## config.mk

```make
export PLATFORM = sky130hd
export DESIGN_NAME = issue_queue_rs
export DESIGN_NICKNAME = d
export VERILOG_FILES = /design/src/rtl/issue_queue_rs.sv
export SDC_FILE = /design/constraint.sdc
export NUM_CORES = 1
export LEC_CHECK = 0
export BUFFER_PORTS_ARGS = -buffer_cell sky130_fd_sc_hd__buf_2
export CAP_MARGIN = 20
export CORE_ASPECT_RATIO = 0.5
export CORE_MARGIN = 2
export CORE_UTILIZATION = 30
export CTS_BUF_LIST = sky130_fd_sc_hd__clkbuf_4 sky130_fd_sc_hd__clkbuf_8 sky130_fd_sc_hd__clkbuf_16
export CTS_CLUSTER_DIAMETER = 200
export DETAILED_ROUTE_END_ITERATION = 12
export PLACE_DENSITY_LB_ADDON = 0.3
export RECOVER_POWER = 25
export SYNTH_ARGS = -nofsm -noshare
export SYNTH_HDL_FRONTEND = slang
export SYNTH_SLANG_ARGS = --single-unit
```

## constraint.sdc

```tcl
create_clock -name clk -period 16.7 [get_ports clk]
set_input_delay 2.505 -clock clk [delete_from_list [all_inputs] [get_ports clk]]
set_output_delay 2.505 -clock clk [all_outputs]
set_load 0.005 [all_outputs]
```

## src/rtl/issue_queue_rs.sv

```systemverilog
// issue_queue_rs: reservation station holding DEPTH renamed uops, waking sources from NUM_WB tag buses and issuing the oldest ready entry each cycle.
// Ports: clk/reset (sync active-high); valid_in/ready_in + in_* dispatch; wb_valid/wb_tag wakeup; flush;
//   ready_out/valid_out + out_* issue; count occupancy. Optional RS_DISPATCH_WAKEUP_EN: dispatch sources also snoop same-cycle wakeups.
module issue_queue_rs #(
  parameter int DEPTH  = 8,
  parameter int PREG_W = 8,
  parameter int ROB_W  = 4,
  parameter int IMM_W  = 32,
  parameter int OPC_W  = 7,
  parameter int NUM_WB = 2,
  parameter int AGE_W  = $clog2(DEPTH),
  parameter int CNT_W  = $clog2(DEPTH + 1)
) (
  input  logic                     clk,
  input  logic                     reset,
  input  logic                     valid_in,
  output logic                     ready_in,
  input  logic [OPC_W-1:0]         in_opcode,
  input  logic [PREG_W-1:0]        in_prd,
  input  logic [PREG_W-1:0]        in_pr1,
  input  logic [PREG_W-1:0]        in_pr2,
  input  logic                     in_pr1_rdy,
  input  logic                     in_pr2_rdy,
  input  logic [IMM_W-1:0]         in_imm,
  input  logic [ROB_W-1:0]         in_rob_index,
  input  logic [NUM_WB-1:0]        wb_valid,
  input  logic [NUM_WB*PREG_W-1:0] wb_tag,
  input  logic                     flush,
  input  logic                     ready_out,
  output logic                     valid_out,
  output logic [OPC_W-1:0]         out_opcode,
  output logic [PREG_W-1:0]        out_prd,
  output logic [PREG_W-1:0]        out_pr1,
  output logic [PREG_W-1:0]        out_pr2,
  output logic [IMM_W-1:0]         out_imm,
  output logic [ROB_W-1:0]         out_rob_index,
  output logic [CNT_W-1:0]         count
);
  logic [DEPTH-1:0]  vld, r1, r2;
  logic [OPC_W-1:0]  opc [DEPTH];
  logic [PREG_W-1:0] prd [DEPTH];
  logic [PREG_W-1:0] p1 [DEPTH];
  logic [PREG_W-1:0] p2 [DEPTH];
  logic [IMM_W-1:0]  imm [DEPTH];
  logic [ROB_W-1:0]  rob [DEPTH];
  logic [AGE_W-1:0]  age [DEPTH];
  logic [AGE_W-1:0]  sel, sel_age, free;
  logic              found, disp, iss, n1, n2;

  function automatic logic hit(input logic [PREG_W-1:0] t, input logic [NUM_WB-1:0] v,
                               input logic [NUM_WB*PREG_W-1:0] tags);
    logic h;
    h = 1'b0;
    for (int k = 0; k < NUM_WB; k++)
      h = h | (v[k] && tags[k*PREG_W +: PREG_W] == t);
    return h;
  endfunction

  always_comb begin
    sel = '0;
    sel_age = '0;
    found = 1'b0;
    free = '0;
    for (int i = DEPTH - 1; i >= 0; i--)
      if (!vld[i]) free = AGE_W'(i);
    for (int i = 0; i < DEPTH; i++)
      if (vld[i] && r1[i] && r2[i] && (!found || age[i] > sel_age)) begin
        found = 1'b1;
        sel = AGE_W'(i);
        sel_age = age[i];
      end
  end

  assign ready_in  = count != CNT_W'(DEPTH);
  assign valid_out = found;
  assign disp      = valid_in && ready_in && !flush;
  assign iss       = found && ready_out && !flush;

`ifdef RS_DISPATCH_WAKEUP_EN
  assign n1 = in_pr1_rdy || in_pr1 == '0 || hit(in_pr1, wb_valid, wb_tag);
  assign n2 = in_pr2_rdy || in_pr2 == '0 || hit(in_pr2, wb_valid, wb_tag);
`else
  assign n1 = in_pr1_rdy || in_pr1 == '0;
  assign n2 = in_pr2_rdy || in_pr2 == '0;
`endif

  assign out_opcode    = opc[sel];
  assign out_prd       = prd[sel];
  assign out_pr1       = p1[sel];
  assign out_pr2       = p2[sel];
  assign out_imm       = imm[sel];
  assign out_rob_index = rob[sel];

  always_ff @(posedge clk) begin
    if (reset) begin
      vld <= '0;
      count <= '0;
      for (int i = 0; i < DEPTH; i++) age[i] <= '0;
    end else if (flush) begin
      vld <= '0;
      count <= '0;
    end else begin
      count <= count + CNT_W'(disp) - CNT_W'(iss);
      for (int i = 0; i < DEPTH; i++) begin
        r1[i] <= r1[i] | hit(p1[i], wb_valid, wb_tag);
        r2[i] <= r2[i] | hit(p2[i], wb_valid, wb_tag);
        // entries older than the issued one close the gap unless a dispatch refills it
        if (vld[i])
          age[i] <= (iss && age[i] > sel_age) ? age[i] - AGE_W'(!disp) : age[i] + AGE_W'(disp);
        if (iss && sel == AGE_W'(i)) vld[i] <= 1'b0;
        if (disp && free == AGE_W'(i)) begin
          vld[i] <= 1'b1;
          age[i] <= '0;
          opc[i] <= in_opcode;
          prd[i] <= in_prd;
          p1[i]  <= in_pr1;
          p2[i]  <= in_pr2;
          imm[i] <= in_imm;
          rob[i] <= in_rob_index;
          r1[i]  <= n1;
          r2[i]  <= n2;
        end
      end
    end
  end
endmodule
```

Yosys cells after proc, flatten, opt, wreduce, memory -nomap -nowiden
Memory sizes are Yosys's and may differ from the RTL's.
Index checks and enable logic that the tools add are counted.
{"block": "classes", "n_lt_le_gt_ge": 15, "n_bitwise": 50, "mux": 279, "eq_ne": 47, "n_reduce_logical": 157, "n_addsub": 18}
{"cell": "$mux W3", "count": 86}
{"cell": "$eq A8 B8 Y1", "count": 32}
{"cell": "$mux W32", "count": 7}
{"cell": "$reduce_or A32 Y1", "count": 7}
{"cell": "$mux W8", "count": 21}
{"cell": "$reduce_or A8 Y1", "count": 21}
{"cell": "$mux W1", "count": 149}
{"cell": "$logic_and A1 B1 Y1", "count": 83}
{"cell": "$mux W7", "count": 7}
{"cell": "$reduce_or A7 Y1", "count": 7}
{"cell": "$or A1 B1 Y1", "count": 48}
{"cell": "$gt A3 B3 Y1", "count": 15}
{"cell": "$mux W4", "count": 7}
{"cell": "$reduce_or A4 Y1", "count": 7}
{"cell": "$add A3 B1 Y3", "count": 8}
{"cell": "$eq A3 B3 Y1 const B", "count": 8}
{"cell": "$sub A3 B1 Y3", "count": 8}
{"cell": "$logic_not A8 Y1", "count": 2}
{"cell": "$reduce_bool A2 Y1", "count": 8}
{"cell": "$eq A3 B2 Y1 const B", "count": 4}
{"cell": "$logic_not A1 Y1", "count": 9}
{"cell": "$logic_or A1 B1 Y1", "count": 9}
{"cell": "$eq A3 B1 Y1 const B", "count": 2}
{"cell": "$logic_not A3 Y1", "count": 2}
{"cell": "other kinds (7)", "count": 9}
{"block": "word_totals", "output_inout_bits": 73, "mem_count": 7, "ff_bits": 28, "ram_bits": 560, "in_bits": 92, "word_cells": 584}
{"memory": "imm", "depth": 8, "word_bits": 32, "read_ports": 1, "rd_clocked_by_memory_dff": 0, "wr": 1, "line_no": "44", "source": "logic [IMM_W-1:0] imm [DEPTH];"}
{"memory": "p1", "depth": 8, "word_bits": 8, "read_ports": 9, "rd_clocked_by_memory_dff": 0, "wr": 1, "line_no": "42", "source": "logic [PREG_W-1:0] p1 [DEPTH];"}
{"memory": "p2", "depth": 8, "word_bits": 8, "read_ports": 9, "rd_clocked_by_memory_dff": 0, "wr": 1, "line_no": "43", "source": "logic [PREG_W-1:0] p2 [DEPTH];"}
{"memory": "prd", "depth": 8, "word_bits": 8, "read_ports": 1, "rd_clocked_by_memory_dff": 0, "wr": 1, "line_no": "41", "source": "logic [PREG_W-1:0] prd [DEPTH];"}
{"memory": "opc", "depth": 8, "word_bits": 7, "read_ports": 1, "rd_clocked_by_memory_dff": 0, "wr": 1, "line_no": "40", "source": "logic [OPC_W-1:0] opc [DEPTH];"}
{"memory": "rob", "depth": 8, "word_bits": 4, "read_ports": 1, "rd_clocked_by_memory_dff": 0, "wr": 1, "line_no": "45", "source": "logic [ROB_W-1:0] rob [DEPTH];"}
{"memory": "+1 memories"}

Longest topological paths before layout
Gate-level depths: netlist (run 1).
{"block": "logic_depth", "word_depth": 37, "ltp_mapped": 71, "mapped_depth_nobuf": 65}

Worst setup path before layout (run 1)
No wires, ideal clock.
{"block": "synth_timing", "path_kind": "flip-flop to output port", "start": "register vld[0]", "end": "output port out_pr1[0]", "setup_slack_ps": 3566, "required_ps": 14195, "arrival_time_ps": 10629, "n_path_buf": 7, "stages_incl_launch_ff": 57, "path_cell_list": "dfxtp_1 -> buf_4 -> and3_1 -> nand2_1 -> ha_1 -> and3_1 -> a21oi_1 -> o211ai_1 -> and2_1 -> ha_1 -> and3b_1 -> o21ai_1 -> a21o_1 -> mux2_2 -> ha_1 -> and3_1 -> a21oi_1 -> o21ba_2 -> [21 not listed] -> a31o_1 -> buf_2 -> buf_1 -> nor2_1 -> a21oi_1 -> ha_1 -> nor2b_1 -> a2bb2oi_1 -> a32o_1 -> nand2_1 -> o41ai_1 -> a31o_1 -> buf_2 -> nor3_2 -> buf_2 -> clkbuf_1 -> a21oi_1 -> o22ai_1"}
{"block": "synth_between", "elab_chain_len": 32, "word_cells_on_any_way": 52}
{"element": "start, declared", "line_no": "39", "source": "logic [DEPTH-1:0] vld, r1, r2;"}
{"element": "start signal, assigned", "line_no": "96", "source": "vld <= '0;"}
{"element": "start signal, assigned", "line_no": "100", "source": "vld <= '0;"}
{"element": "start signal, assigned by index", "line_no": "110", "source": "if (iss && sel == AGE_W'(i)) vld[i] <= 1'b0;"}
{"element": "$logic_and A1 B1 Y1 * (2 in a row)", "line_no": "67", "source": "if (vld[i] && r1[i] && r2[i] && (!found || age[i] > sel_age)) begin"}
{"element": "$mux W3 / $mux W1 (equally long branches)", "line_no": "67"}
{"element": "$gt A3 B3 Y1 / $logic_not A1 Y1 (equally long branches)", "line_no": "67"}
{"element": "$logic_or A1 B1 Y1", "line_no": "67"}
{"element": "$logic_and A1 B1 Y1", "line_no": "67"}
{"element": "$mux W3 / $mux W1 (equally long branches)", "line_no": "67"}
{"element": "$gt A3 B3 Y1 / $logic_not A1 Y1 (equally long branches)", "line_no": "67"}
{"element": "$logic_or A1 B1 Y1", "line_no": "67"}
{"element": "[15 not listed]"}
{"element": "$logic_or A1 B1 Y1", "line_no": "67"}
{"element": "$logic_and A1 B1 Y1", "line_no": "67"}
{"element": "$mux W3 / $mux W1 (equally long branches)", "line_no": "67"}
{"element": "$gt A3 B3 Y1 / $logic_not A1 Y1 (equally long branches)", "line_no": "67"}
{"element": "$logic_or A1 B1 Y1", "line_no": "67"}
{"element": "$logic_and A1 B1 Y1", "line_no": "67"}
{"element": "$mux W3 *", "line_no": "67"}
{"element": "$mem_v2 Z8 W8 *"}
{"element": "end, declared", "line_no": "33", "source": "output logic [PREG_W-1:0] out_pr1,"}
Mark *: on every way between the ends. The rest lies on a longest branch, timed or not.

Worst setup path after layout (run 1)
{"block": "layout_timing", "start": "register vld[0]", "end": "output port out_prd[5]"}
{"block": "layout_between", "elab_chain_len": 32, "word_cells_on_any_way": 52}
{"element": "$logic_and A1 B1 Y1 * (2 in a row)", "line_no": "67"}
{"element": "$mux W3 / $mux W1 (equally long branches)", "line_no": "67"}
{"element": "$gt A3 B3 Y1 / $logic_not A1 Y1 (equally long branches)", "line_no": "67"}
{"element": "$logic_or A1 B1 Y1", "line_no": "67"}
{"element": "$logic_and A1 B1 Y1", "line_no": "67"}
{"element": "$mux W3 / $mux W1 (equally long branches)", "line_no": "67"}
{"element": "$gt A3 B3 Y1 / $logic_not A1 Y1 (equally long branches)", "line_no": "67"}
{"element": "$logic_or A1 B1 Y1", "line_no": "67"}
{"element": "[15 not listed]"}
{"element": "$logic_or A1 B1 Y1", "line_no": "67"}
{"element": "$logic_and A1 B1 Y1", "line_no": "67"}
{"element": "$mux W3 / $mux W1 (equally long branches)", "line_no": "67"}
{"element": "$gt A3 B3 Y1 / $logic_not A1 Y1 (equally long branches)", "line_no": "67"}
{"element": "$logic_or A1 B1 Y1", "line_no": "67"}
{"element": "$logic_and A1 B1 Y1", "line_no": "67"}
{"element": "$mux W3 *", "line_no": "67"}
{"element": "$mem_v2 Z8 W8 *"}
{"element": "end, declared", "line_no": "32", "source": "output logic [PREG_W-1:0] out_prd,"}
Marked as above.

==> results of run 1 <==
## cell usage in the layout (no fill, tap or decap), types with 6 or more instances in the layout
cell / n
sky130_fd_sc_hd__clkbuf_16: 58
sky130_fd_sc_hd__xnor2_1: 57
sky130_fd_sc_hd__clkbuf_1: 46
sky130_fd_sc_hd__o22ai_1: 137
sky130_fd_sc_hd__mux2i_1: 67
sky130_fd_sc_hd__nor4_1: 72
sky130_fd_sc_hd__buf_4: 30
sky130_fd_sc_hd__clkinv_2: 13
sky130_fd_sc_hd__nor2_1: 48
sky130_fd_sc_hd__clkinv_1: 17
sky130_fd_sc_hd__o211ai_1: 6
sky130_fd_sc_hd__clkbuf_4: 12
sky130_fd_sc_hd__a31oi_1: 9
sky130_fd_sc_hd__edfxtp_1: 576
sky130_fd_sc_hd__nand2_1: 38
sky130_fd_sc_hd__mux2_2: 6
sky130_fd_sc_hd__ha_1: 57
sky130_fd_sc_hd__o2bb2ai_1: 67
sky130_fd_sc_hd__a21oi_1: 179
sky130_fd_sc_hd__xor2_1: 217
sky130_fd_sc_hd__and3_1: 12
sky130_fd_sc_hd__nor3_1: 8
sky130_fd_sc_hd__inv_1: 45
sky130_fd_sc_hd__nand3_1: 38
sky130_fd_sc_hd__nand4_1: 8
sky130_fd_sc_hd__a221o_1: 67
sky130_fd_sc_hd__buf_2: 118
sky130_fd_sc_hd__a21o_1: 8
sky130_fd_sc_hd__dfxtp_1: 12
sky130_fd_sc_hd__fa_1: 9
sky130_fd_sc_hd__maj3_1: 6
sky130_fd_sc_hd__o21ai_0: 9
## tightest hold or removal path: cells and delay by family, from the launching register on
family             cells  cell delay (ps)
and+or+nand+nor        1               80
AOI/OAI and AO/OA      1               60
DFF                    1              360
## cell families after synthesis
logic type | count (synthesis)
adder cells (fa/ha/maj) | 72
multiplexers | 73
AND/OR/NAND/NOR | 271
AO/OA/AOI/OAI | 521
XOR/XNOR | 274
flip-flops | 588
buffers and inverters | 170
## registers in the layout, summed over array words and instances, names as in the netlist
register	count
p2	64
r2	8
imm	256
p1	64
age	24
count	4
rob	32
opc	56
prd	64
vld	8
r1	8
## stage by stage
stage          setup WS (ps)  hold WS, ps  instances  util [%]  area (sq um)
2_1_floorplan           3570          480       1969         -         27400
3_3_place_gp            1500          527       3239      32.6         29500
3_5_place_dp            1190          528       3240      32.6         29500
4_1_cts                  445          536       3348      34.7         31400
5_1_grt                 27.2          565       3360      34.8         31500
6_report                 855          543       3360      34.8         31500
## timing repair
action / 4_1_cts / 5_1_grt
endpoints found under the setup margin: 0 / 67
hold endpoints to repair: 0 / 0
hold buffers: 0 / 0
setup buffers: 0 / 3
resized for setup: 0 / 8
## worst max-delay path by stage
stage | to | slack (ps) | cells past startpoint
after CTS | out_prd[7] | 440 | 51
after floorplan | out_pr1[0] | 3570 | 56
after global placement | out_prd[7] | 1500 | 50
after global routing | out_prd[5] | 30 | 51
final | out_prd[5] | 850 | 52
after detailed placement | out_prd[7] | 1190 | 51
## cells in the mapped netlist (all sizes together) (5+ instances only)
cell / instances
and3: 12
nor2b: 5
nand3: 41
and2: 6
o21ai: 10
nor3: 12
nand4: 8
a21o: 9
buf: 60
xor2: 217
mux2: 6
or2: 5
o2bb2ai: 67
mux2i: 67
edfxtp: 576
clkbuf: 64
ha: 57
a21oi: 180
a221o: 67
o22ai: 137
dfxtp: 12
xnor2: 57
o211ai: 6
inv: 45
fa: 9
a31oi: 9
nor2: 54
nor4: 72
nand2: 39
maj3: 6
## metal layers
metal	GRT usage (%)	share of wire [%]	vias to the layer above
met1	21.9	43	9241
li1	-	-	8035
met4	5.49	2.7	8
met2	28.8	49	576
met3	2.25	5.5	138
met5	0	0.053	-
## power groups by stage
stage	sequential [W]	combinational, W	clock [W]
6_report	0.00164	0.000146	0.00131
5_1_grt	0.00164	0.000160	0.00139
4_1_cts	0.00164	0.000147	0.00133
3_5_place_dp	0.00167	0.000146	0
3_3_place_gp	0.00167	0.000143	0
2_1_floorplan	0.00167	0.0000844	0
## layout make-up
| type | count | area share, % |
|---|---|---|
| Timing Repair Buffer | 199 | 3.45 |
| Antenna cell | 3 | 0.0238 |
| Sequential cell | 588 | 55.7 |
| Inverter | 46 | 0.548 |
| Multi-Input combinational cell | 1216 | 29.5 |
| Clock inverter | 38 | 1.12 |
| Tap cell | 1200 | 4.77 |
| Clock buffer | 70 | 4.89 |
==> results list, run 1 <==
- Largest net degree at the start of global routing: approximately 70
* Required arrival time at the worst endpoint: approximately 14000 ps
- In this run the critical register-to-register path is launched from vld[0]$_SDFFE_PN0P_.
- Clock Tree Root: sky130_fd_sc_hd__clkbuf_16
- In the final layout, the share of cells above drive strength 1 is 13.4%.
- TritonCTS built the clock tree.
- Grt total ovfl: 0
- Number of vias in the routed layout: 18000
- H-tree level count: 2
- The number of hold-slack violations in the final timing report was 0.
* Length of the first detailed-routing pass in iterations: 5
* Largest delay contributor family on the critical path: compound AO/OA/AOI/OAI gates
- Initial Utilization: 30.2%
- Share of async-settable or async-resettable flops after synthesis: 0%
- Relative to the synthesized area, the layout overhead comes to 15.1%.
* Critical Path Max Stage Delay: approximately 480 ps
* Switch share: a little over a fifth
- Die boundary width: 431 um
- Placer congestion estimate: 0.866
- Of the total power, registers draw 53.0%.
* Area of all sequential standard cells: 17500 sq um
- Measured against the total synthesized area, the mux share comes to under 10%.
- Pin placement for this block handled 165 I/O pins.
* Floorplan die height: between 200 and 250 um
- After synthesis, the netlist uses 67 different library cells.
- The via count of the first global-routing pass was roughly 18000.
- Cell-internal power: 0.00242 W
- Area share of the leading cell type in the synthesized netlist: 63.2%
- After layout, the design draws a total of approximately 0.0031 W.
- Total negative slack for setup checks: 0 ps
- Subtracting the final worst setup slack from the clock period gives 15850 ps.
- Post-route clock period utilization: 94.9%
* Die area: 93800 sq um
- Mean Syn Cell Area: 13.9 sq um
- Dividing the detail-routed wire length by the instance count gives 24.7 um.
* Total CTS buffers: 58
- The endpoint identified for the worst register-to-register timing path is age[0][11]$_SDFFCE_PP0P_.
* Core outline area: 90600 sq um
- Number of buffer and inverter instances along the worst setup path: 3
- For this design, the slowest cell found on the critical path is sky130_fd_sc_hd__dfxtp_1.
- Dividing total power by cell area gives a power density of 98.3 nW/um^2.
- The worst setup path is launched from a flip-flop.
- Summing the areas of all fa, ha and maj instances in the mapped netlist gives 3.48% of the synthesized area.
* First-iteration detailed-routing DRC count: 1612
- The number of pins exceeding their max-slew limit in the final report was 0.
- Status: complete, no violations
- Power share of the clock group: a little over two fifths
- XOR/XNOR share of the synthesized area: 8.77%
- Hold Path Class: flip-flop to flip-flop
* Dominant synthesized flop cell: sky130_fd_sc_hd__edfxtp_1
- Critical path's most frequent cell: sky130_fd_sc_hd__ha_1
- Maximum Capacitance Violations: 0
- For hold timing, the worst endpoint is vld[7]$_SDFFE_PN0P_.
- Synthesized netlist net count: ~2100
- After detailed routing, the number of vias per cell comes to 5.36.
- Along the worst path, the maximum fanout reaches 20.
* Clock transition at the register clock pins on the worst setup and hold paths after CTS: 60 ps
- Global routing consumed, over all layers together, 16.8% of the routing resources.
- Area used by multi-input combinational logic: between 9000 and 10000 sq um
- The worst setup path is of the flip-flop to output port kind.
- Counting every instance in the synthesized netlist gives 1969.
- Count of fill cells added during filler insertion: 8809
- The worst-case IR drop observed on VDD is 0.0792 mV.
* Start point of the worst min-delay path: vld[7]$_SDFFE_PN0P_
* Remaining antenna violation count after routing: 0
* Clock sink total: between 500 and 600
* Cell type contributing the most total cell area after synthesis: sky130_fd_sc_hd__edfxtp_1
* Number of flops mapped to enable cells by yosys: 576
* Reg2reg path depth: 61
* Dominant combinational cell family by area after synthesis: compound AO/OA/AOI/OAI gates
* Rel. slew slack: 9.77%
- Synthesis inferred 588 register bits.
- Launch point of the critical path: vld[0]$_SDFFE_PN0P_
- Flop2flop setup slack: 1570 ps
- The synthesized netlist occupies a cell area of 27400 sq um.
- After synthesis, flip-flops and latches occupy 64.1% of the total area.
* Clock Path Buffers: 3
* Count of final setup violators: 0
- Largest cells by area after synthesis: sky130_fd_sc_hd__edfxtp_1 (63%), sky130_fd_sc_hd__xor2_1 (6.9%), sky130_fd_sc_hd__a21oi_1 (3.3%)
* Count of input and output buffers: 164
- For this run, the number of Yosys warnings is 0.
- Critical path endpoint category: output port
* Layout net count: 2267
* Transition time of the tightest slew-check pin: 1340 ps
- Global-route wire length before repair: 119 mm
- The worst hold path passes through 2 cells.
* Initial antenna violation count: 7
- Combinational group share of total power: 4.7%
- After legalization and detailed placement, the total HPWL measured 48.3 mm.
- Maximum clock frequency: about 63 MHz
- Sum of routed wire length over all layers: around 83 mm
- Complex-gate fraction of the synthesized area: 13.1%
- Clock skew after layout: 42.1 ps
* Clock latency at the later pin of the worst-skew pair: 650 ps
- In this run the core area contains 78 standard-cell rows.
* Unrepaired setup endpoints after global routing: no
- Post-synthesis simple-gate area fraction: 5.24%
- In this run the static leakage power is 10.3 nW.
- Crit path DAT: 13340 ps
* Net switching component of the power: between 0.0006 and 0.0007 W
- DRC violations left: 0
No activity file was read; power rests on OpenSTA's default activity.
==> run 2, diff against run 1 <==
==> constraint.sdc (replaced) <==
create_clock -name clk -period 17.9 [get_ports clk]
set_input_delay 2.685 -clock clk [delete_from_list [all_inputs] [get_ports clk]]
set_output_delay 2.685 -clock clk [all_outputs]
set_load 0.005 [all_outputs]
==> run 2 against run 1 <==
- hold slack improved by 2.6 ps
- first-iteration DRC count increased by 2.3%
- register-to-register slack improved by 1600 ps
- die area unchanged
- routed wire length decreased by 2.9%
- critical path type unchanged
- largest power group unchanged
==> results list, run 2 (same netlist as run 1, synthesis figures left out) <==
- Status: complete, no violations
- Maximum clock frequency: between 50 and 60 MHz
* Register with the most flip-flops: imm
* Clock transition at the register clock pins on the worst setup and hold paths after CTS: roughly 70 ps
- The startpoint identified for the worst hold timing path is vld[7]$_SDFFE_PN0P_.
- Crit path DAT: ~14000 ps
- TritonCTS built the clock tree.
- Compared with the post-synthesis result, the final layout area differs by 14.5%.
- Per report_power, the combinational group accounts for 4.6% of the total.
* Total negative slack for setup checks: 0 ps
- Number of vias in the routed layout: 17700
- Power density over the cells: 92.9 nW/um^2
* # Post-CTS Setup Buffers: 0
* Worst flop-to-flop path startpoint: vld[0]$_SDFFE_PN0P_
* Leakage power of the design: 10.2 nW
- Slowest stage cell on the critical path: sky130_fd_sc_hd__nand2b_4
- The min-delay analysis places its worst path in the category flip-flop to flip-flop.
* Kind of critical path: flip-flop to output port
- Initial antenna violation count: 7
- Sum of routed wire length over all layers: 80.6 mm
* First-iteration detailed-routing DRC count: roughly 1600
- Die area: ~94000 sq um
* Global routing usage summed across all routing layers: 16.8%
- The first global-routing pass estimated 118 mm of wire.
- Critical path startpoint category: flip-flop
- Sequential cells burn 52.6% of the power.
- Headroom to the max-slew limit came out at 27.8%.
- Top-Level Pins: 165
- On the critical path the largest part of the delay comes from compound AO/OA/AOI/OAI gates.
- Number of vias per cell after detailed routing: 5.30
- Summed over all nets, the half-perimeter wirelength after detailed placement is 47.8 mm.
* Power share of the clock group: 42.7%
- Entering global routing, the biggest net connects 69 pins.
- Cts hold-fix bufs: 0
* Switch share: 21.8%
- Clock latency at the later pin of the worst-skew pair: around 640 ps
- Number of buffer and inverter instances along the worst setup path: 3
- Counting along the longest clock path gives a buffer depth of 3.
* Shortest clock period the worst path allows after layout: around 17000 ps
- The register with the most flip-flops in the layout has ~260 of them.
- In this run the worst path has a maximum fanout of 40.
- Number of cell rows: 78
- Post-route clock period utilization: 93.4%
* Critical Path Max Stage Delay: 780 ps
- Total CTS buffers: 58
- Counting cells, the worst reg-to-reg path comes to 59.
* Clock skew after layout: 26.2 ps
* Count of fill cells added during filler insertion: about 9000
* Final non-filler cell total: ~3300
- Worst Hold Path EP: vld[7]$_SDFFE_PN0P_
- The via count of the first global-routing pass was 17700.
- Net switching component of the power: 0.000633 W
* Layout net count: ~2300
* Most common cell after layout, fill and taps aside: sky130_fd_sc_hd__edfxtp_1
* Critical path's most frequent cell: sky130_fd_sc_hd__ha_1
- Die boundary width: about 430 um
* Placer congestion estimate: between 0.8 and 0.9
- DRC violations left: 0
- The number of placed instances, taps included, is 3233.
* Required arrival time at the worst endpoint: 15210 ps
* Fraction of final layout cells sized beyond drive strength 1: 12.8%
- Across all register-to-register paths, the minimum setup slack is 3210 ps.
- Critical path endpoint category: output port
* Grt total ovfl: 0
* Post-CTS resize count: 0
- Number of failing hold endpoints at the final stage: 0
- For this configuration, the core starts out at a cell density of 30.2%.
* Count of final setup violators: 0
* Length of the first detailed-routing pass in iterations: 7
* Unrepaired setup endpoints after global routing: no
* WHS Path Cells: 2
* Floorplan die height: 218 um
* H-tree level count: 2
- Transition time of the tightest slew-check pin: 1080 ps
- Across the VDD grid, the largest voltage drop is about 0.076 mV.
- The floorplan step defined a core boundary enclosing roughly 90000 sq um.
- The endpoint identified for the worst register-to-register timing path is age[0][11]$_SDFFCE_PP0P_.
- DR WL/cell: 24.1 um
- CTS placed an instance of sky130_fd_sc_hd__clkbuf_16 at the clock tree root.
- The tool flagged a number of max-cap violations equal to 0.
- Area used by multi-input combinational logic: 9220 sq um
* Most frequent cells in the layout: sky130_fd_sc_hd__edfxtp_1 (576), sky130_fd_sc_hd__xor2_1 (217), sky130_fd_sc_hd__a21oi_1 (180)
* Count of input and output buffers: 164
* Remaining antenna violation count after routing: 0
* Area of all sequential standard cells: 17500 sq um
* Cell-internal power: 0.00228 W
- The number of pins exceeding their max-slew limit in the final report was 0.
- Clock sink total: 588
[run 2: changes by cell type in the layout (fill, tap and decap cells not counted), sizes merged]
cell	change
clkbuf	-8
nand3	-1
nand2b	-1
diode	-1
buf	-7
a31o	-2
a21o	-1
bufinv	+2
[run 2: worst register-to-register path: cells and delay by family, from the launching register on]
kind            cells  cell delay, ps
compound gates     25            6900
fa+ha+maj          12            3470
simple gates       15            2000
mux                 3            1180
flops               1             480
xor+xnor            2             330
buf+inv             2              80
[run 2: worst max path at each step]
stage	slack, ps	from	depth (start not counted)	to
5_1_grt	230	vld[0]$_SDFFE_PN0P_	53	out_imm[13]
3_5_place_dp	1980	vld[0]$_SDFFE_PN0P_	50	out_imm[13]
4_1_cts	1240	vld[0]$_SDFFE_PN0P_	51	out_imm[13]
2_1_floorplan	4590	vld[0]$_SDFFE_PN0P_	56	out_pr1[0]
3_3_place_gp	2250	vld[0]$_SDFFE_PN0P_	49	out_imm[13]
6_report	1180	vld[0]$_SDFFE_PN0P_	51	out_imm[13]
[run 2: routing by layer]
layer,vias up,GRT usage (%),share of wire [%]
met2,575,28.3,48
met4,6,6.15,3.2
met3,159,2.47,5.2
li1,7962,-,-
met1,9016,22.0,43
met5,-,0,0.042
[run 2: metrics by stage]
stage / power, W / setup slack [ps] / utilization (%) / area [sq um] / hold WS (ps)
detailed placement: 0.00170 / 1980 / 32.5 / 29500 / 527
global route: 0.00300 / 230 / 34.6 / 31300 / 608
finish: 0.00291 / 1180 / 34.6 / 31300 / 545
floorplan: 0.00164 / 4590 / - / 27400 / 480
global placement: 0.00169 / 2250 / 32.5 / 29500 / 526
CTS: 0.00293 / 1240 / 34.7 / 31400 / 540
[run 2: power by group through the flow]
stage / Sequential [W] / Combinational (W) / Clock (W)
final: 0.00153 / 0.000134 / 0.00124
after global routing: 0.00153 / 0.000148 / 0.00132
after CTS: 0.00153 / 0.000136 / 0.00126
after detailed placement: 0.00156 / 0.000136 / 0
after global placement: 0.00156 / 0.000134 / 0
after floorplan: 0.00156 / 0.0000788 / 0
[run 2: final cells by class]
| class | instances | share of cell area, % |
|---|---|---|
| Antenna cell | 2 | 0.0160 |
| Timing Repair Buffer | 188 | 3.11 |
| Multi-Input combinational cell | 1211 | 29.4 |
| Inverter | 46 | 0.551 |
| Sequential cell | 588 | 55.9 |
| Tap cell | 1200 | 4.79 |
| Clock inverter | 40 | 1.36 |
| Clock buffer | 66 | 4.82 |
==> run 3, diff against run 2 <==
--- a/config.mk
+++ b/config.mk
@@ -7,7 +7,6 @@
 export LEC_CHECK = 0
 export BUFFER_PORTS_ARGS = -buffer_cell sky130_fd_sc_hd__buf_2
 export CAP_MARGIN = 20
-export CORE_ASPECT_RATIO = 0.5
 export CORE_MARGIN = 2
 export CORE_UTILIZATION = 30
 export CTS_BUF_LIST = sky130_fd_sc_hd__clkbuf_4 sky130_fd_sc_hd__clkbuf_8 sky130_fd_sc_hd__clkbuf_16
==> run 3 against run 2 <==
- global-route usage rose by 0.66 points
- clock skew is 2.9 ps lower
- sequential power about the same
- core utilization up 0.31 points
- largest cell class unchanged
==> results list, run 3 (same netlist as run 1, synthesis figures left out) <==
- Status: complete, no violations
- For this run, the total global-route usage over all layers was measured as 17.4%.
* Clock Path Buffers: 3
* Floorplan die height: 306 um
- TritonCTS created between 50 and 60 clock buffers.
- STA classifies the critical path endpoint as an output port.
- Transition time of the tightest slew-check pin: 1120 ps
- Global-route wire length before repair: 122 mm
* Core outline area: 90300 sq um
* Clock latency at the later pin of the worst-skew pair: 640 ps
- Hold Path Class: flip-flop to flip-flop
* First-iteration detailed-routing DRC count: ~1600
- GR met1 Demand/Resource: 22.6%
- Grt total ovfl: 0
* Via count of the first global-routing pass: around 18000
* Crit path DAT: 14080 ps
* Total power: 0.00294 W
* Number of cell rows: 110
* Initial antenna violation count: 7
* Count of input and output buffers: 164
* Largest fanout on the critical path: 43
* Unrepaired setup endpoints after global routing: no
* Clock Tree Root: sky130_fd_sc_hd__clkbuf_16
* Register with the most flip-flops: imm
- Remaining antenna violation count after routing: 0
- Between clock sinks in the finished design, the worst skew comes to 23.3 ps.
* Count of final setup violators: 0
* TritonCTS clock tree: done
- Adding up every negative setup slack in the final design gives 0 ps.
* Slowest stage cell on the critical path: sky130_fd_sc_hd__a21o_2
- Post-CTS resize count: 0
- Length of the first detailed-routing pass in iterations: 5
- After clock tree synthesis, the clock-pin slew on the worst setup and hold paths is 60 ps.
* Max VDD drop: 0.0810 mV
- Most frequent cells in the layout: sky130_fd_sc_hd__edfxtp_1 (576), sky130_fd_sc_hd__xor2_1 (217), sky130_fd_sc_hd__a21oi_1 (180)
- The die covers 93700 sq um.
- Area growth from synthesis to layout: 15.2%
- Rel. slew slack: 25.6%
* DR WL/cell: 25.2 um
- Kind of critical path: flip-flop to output port
* Top-Level Pins: 165
- met2 is the most crowded layer.
- Placer congestion estimate: 0.883
* Initial Utilization: 30.3%
- The worst setup path is launched from a flip-flop.
- Die boundary width: 306 um
- The post-route netlist has a little over an eighth of its cells at a drive strength greater than 1.
- Count of final max-slew check failures: 0
* Number of failing hold endpoints at the final stage: 0
- The filler cells instantiated in the layout total between 8000 and 9000.
* Number of flip-flops in the largest register: about 260
- Sum of routed wire length over all layers: 84.0 mm
- H-tree level count: 2
- The most numerous cell type found on the critical path is sky130_fd_sc_hd__ha_1.
- Global routing used 29.9% of the available met2 tracks.
- Number of vias per cell after detailed routing: 5.44
- Entering global routing, the biggest net connects 67 pins.
- For this design the ratio of total power to cell area is between 90 and 100 nW/um^2.
- Hold repair after CTS inserted 0 buffers.
* Post-route clock period utilization: 93.7%
* Maximum Capacitance Violations: 0
* GRT met3 Usage: 2.66%
- HPWL after DPL: 51.3 mm
- The routed layout has about 18000 vias.
* Leakage power of the design: 10.3 nW
* Maximum clock frequency: 59.6 MHz
* Shortest clock period the worst path allows after layout: 16770 ps
- In this design, the stage delay of the slowest critical-path cell is 690 ps.
* # Post-CTS Setup Buffers: 0
- Clock sink total: 588
* DRC violations left: 0
- In the final design database the tool counted 2267 nets.
- Most common cell after layout, fill and taps aside: sky130_fd_sc_hd__edfxtp_1
* Required arrival time at the worst endpoint: 15210 ps
==> run 3: cell types whose count changed in the layout (fill, tap and decap cells not counted), sizes merged <==
| cell | change |
|---|---|
| diode | -1 |
| clkinvlp | +1 |
| inv | +1 |
| clkinv | -2 |
| bufinv | +1 |
| buf | +16 |
| clkbuf | +3 |
==> run 3: cell type report <==
class	instances	area, sq um	area share [%]
Sequential cell	588	17500	55.6
Multi-Input combinational cell	1211	9210	29.2
Clock buffer	69	1530	4.87
Tap cell	1176	1470	4.67
Timing Repair Buffer	204	1140	3.62
Clock inverter	41	459	1.46
Inverter	46	173	0.548
Antenna cell	1	2.50	0.00794
==> run 3: routing by layer <==
layer	share of wire (%)	vias to the layer above	wire length, um
li1	-	7999	-
met1	42	9328	35500
met2	49	661	41000
met3	5.9	149	4930
met4	3.0	10	2490
met5	0.073	-	61
==> run 3: path summary, 6_finish.rpt <==
path / endpoint / slack, ps / cells after the start / start
max: out_pr1[4] / 1130 / 50 / vld[0]$_SDFFE_PN0P_
min: vld[7]$_SDFFE_PN0P_ / 560 / 2 / vld[7]$_SDFFE_PN0P_
max reg2reg: age[1][5]$_SDFFCE_PP0P_ / 2750 / 60 / vld[0]$_SDFFE_PN0P_
min reg2reg: vld[7]$_SDFFE_PN0P_ / 560 / 2 / vld[7]$_SDFFE_PN0P_
==> run 3: power breakdown <==
group          internal (W)  leakage (nW)  switching, W  total [W]
clock              0.000731         0.982      0.000536    0.00127
combinational     0.0000460          4.02     0.0000920   0.000138
sequential          0.00152          5.32    0.00000910    0.00153
==> run 3: per-stage QoR <==
step | utilization [%] | std cells | instance area [sq um] | hold slack, ps | setup WS [ps]
after floorplan | - | 1969 | 27400 | 480 | 4590
after global placement | 32.7 | 3220 | 29500 | 537 | 2290
after detailed placement | 32.7 | 3222 | 29500 | 545 | 2030
after CTS | 34.9 | 3332 | 31500 | 556 | 1290
after global routing | 34.9 | 3335 | 31500 | 574 | 235
final | 34.9 | 3336 | 31500 | 562 | 1130
==> run 3: worst max-delay path: cells and delay by family (launching register included) <==
| family | cells | cell delay [ps] |
|---|---|---|
| AOI/OAI and AO/OA | 25 | 7120 |
| adders and majority gates | 7 | 2050 |
| and+or+nand+nor | 13 | 2030 |
| muxes | 3 | 1170 |
| buffers and inverters | 2 | 590 |
| DFF | 1 | 480 |
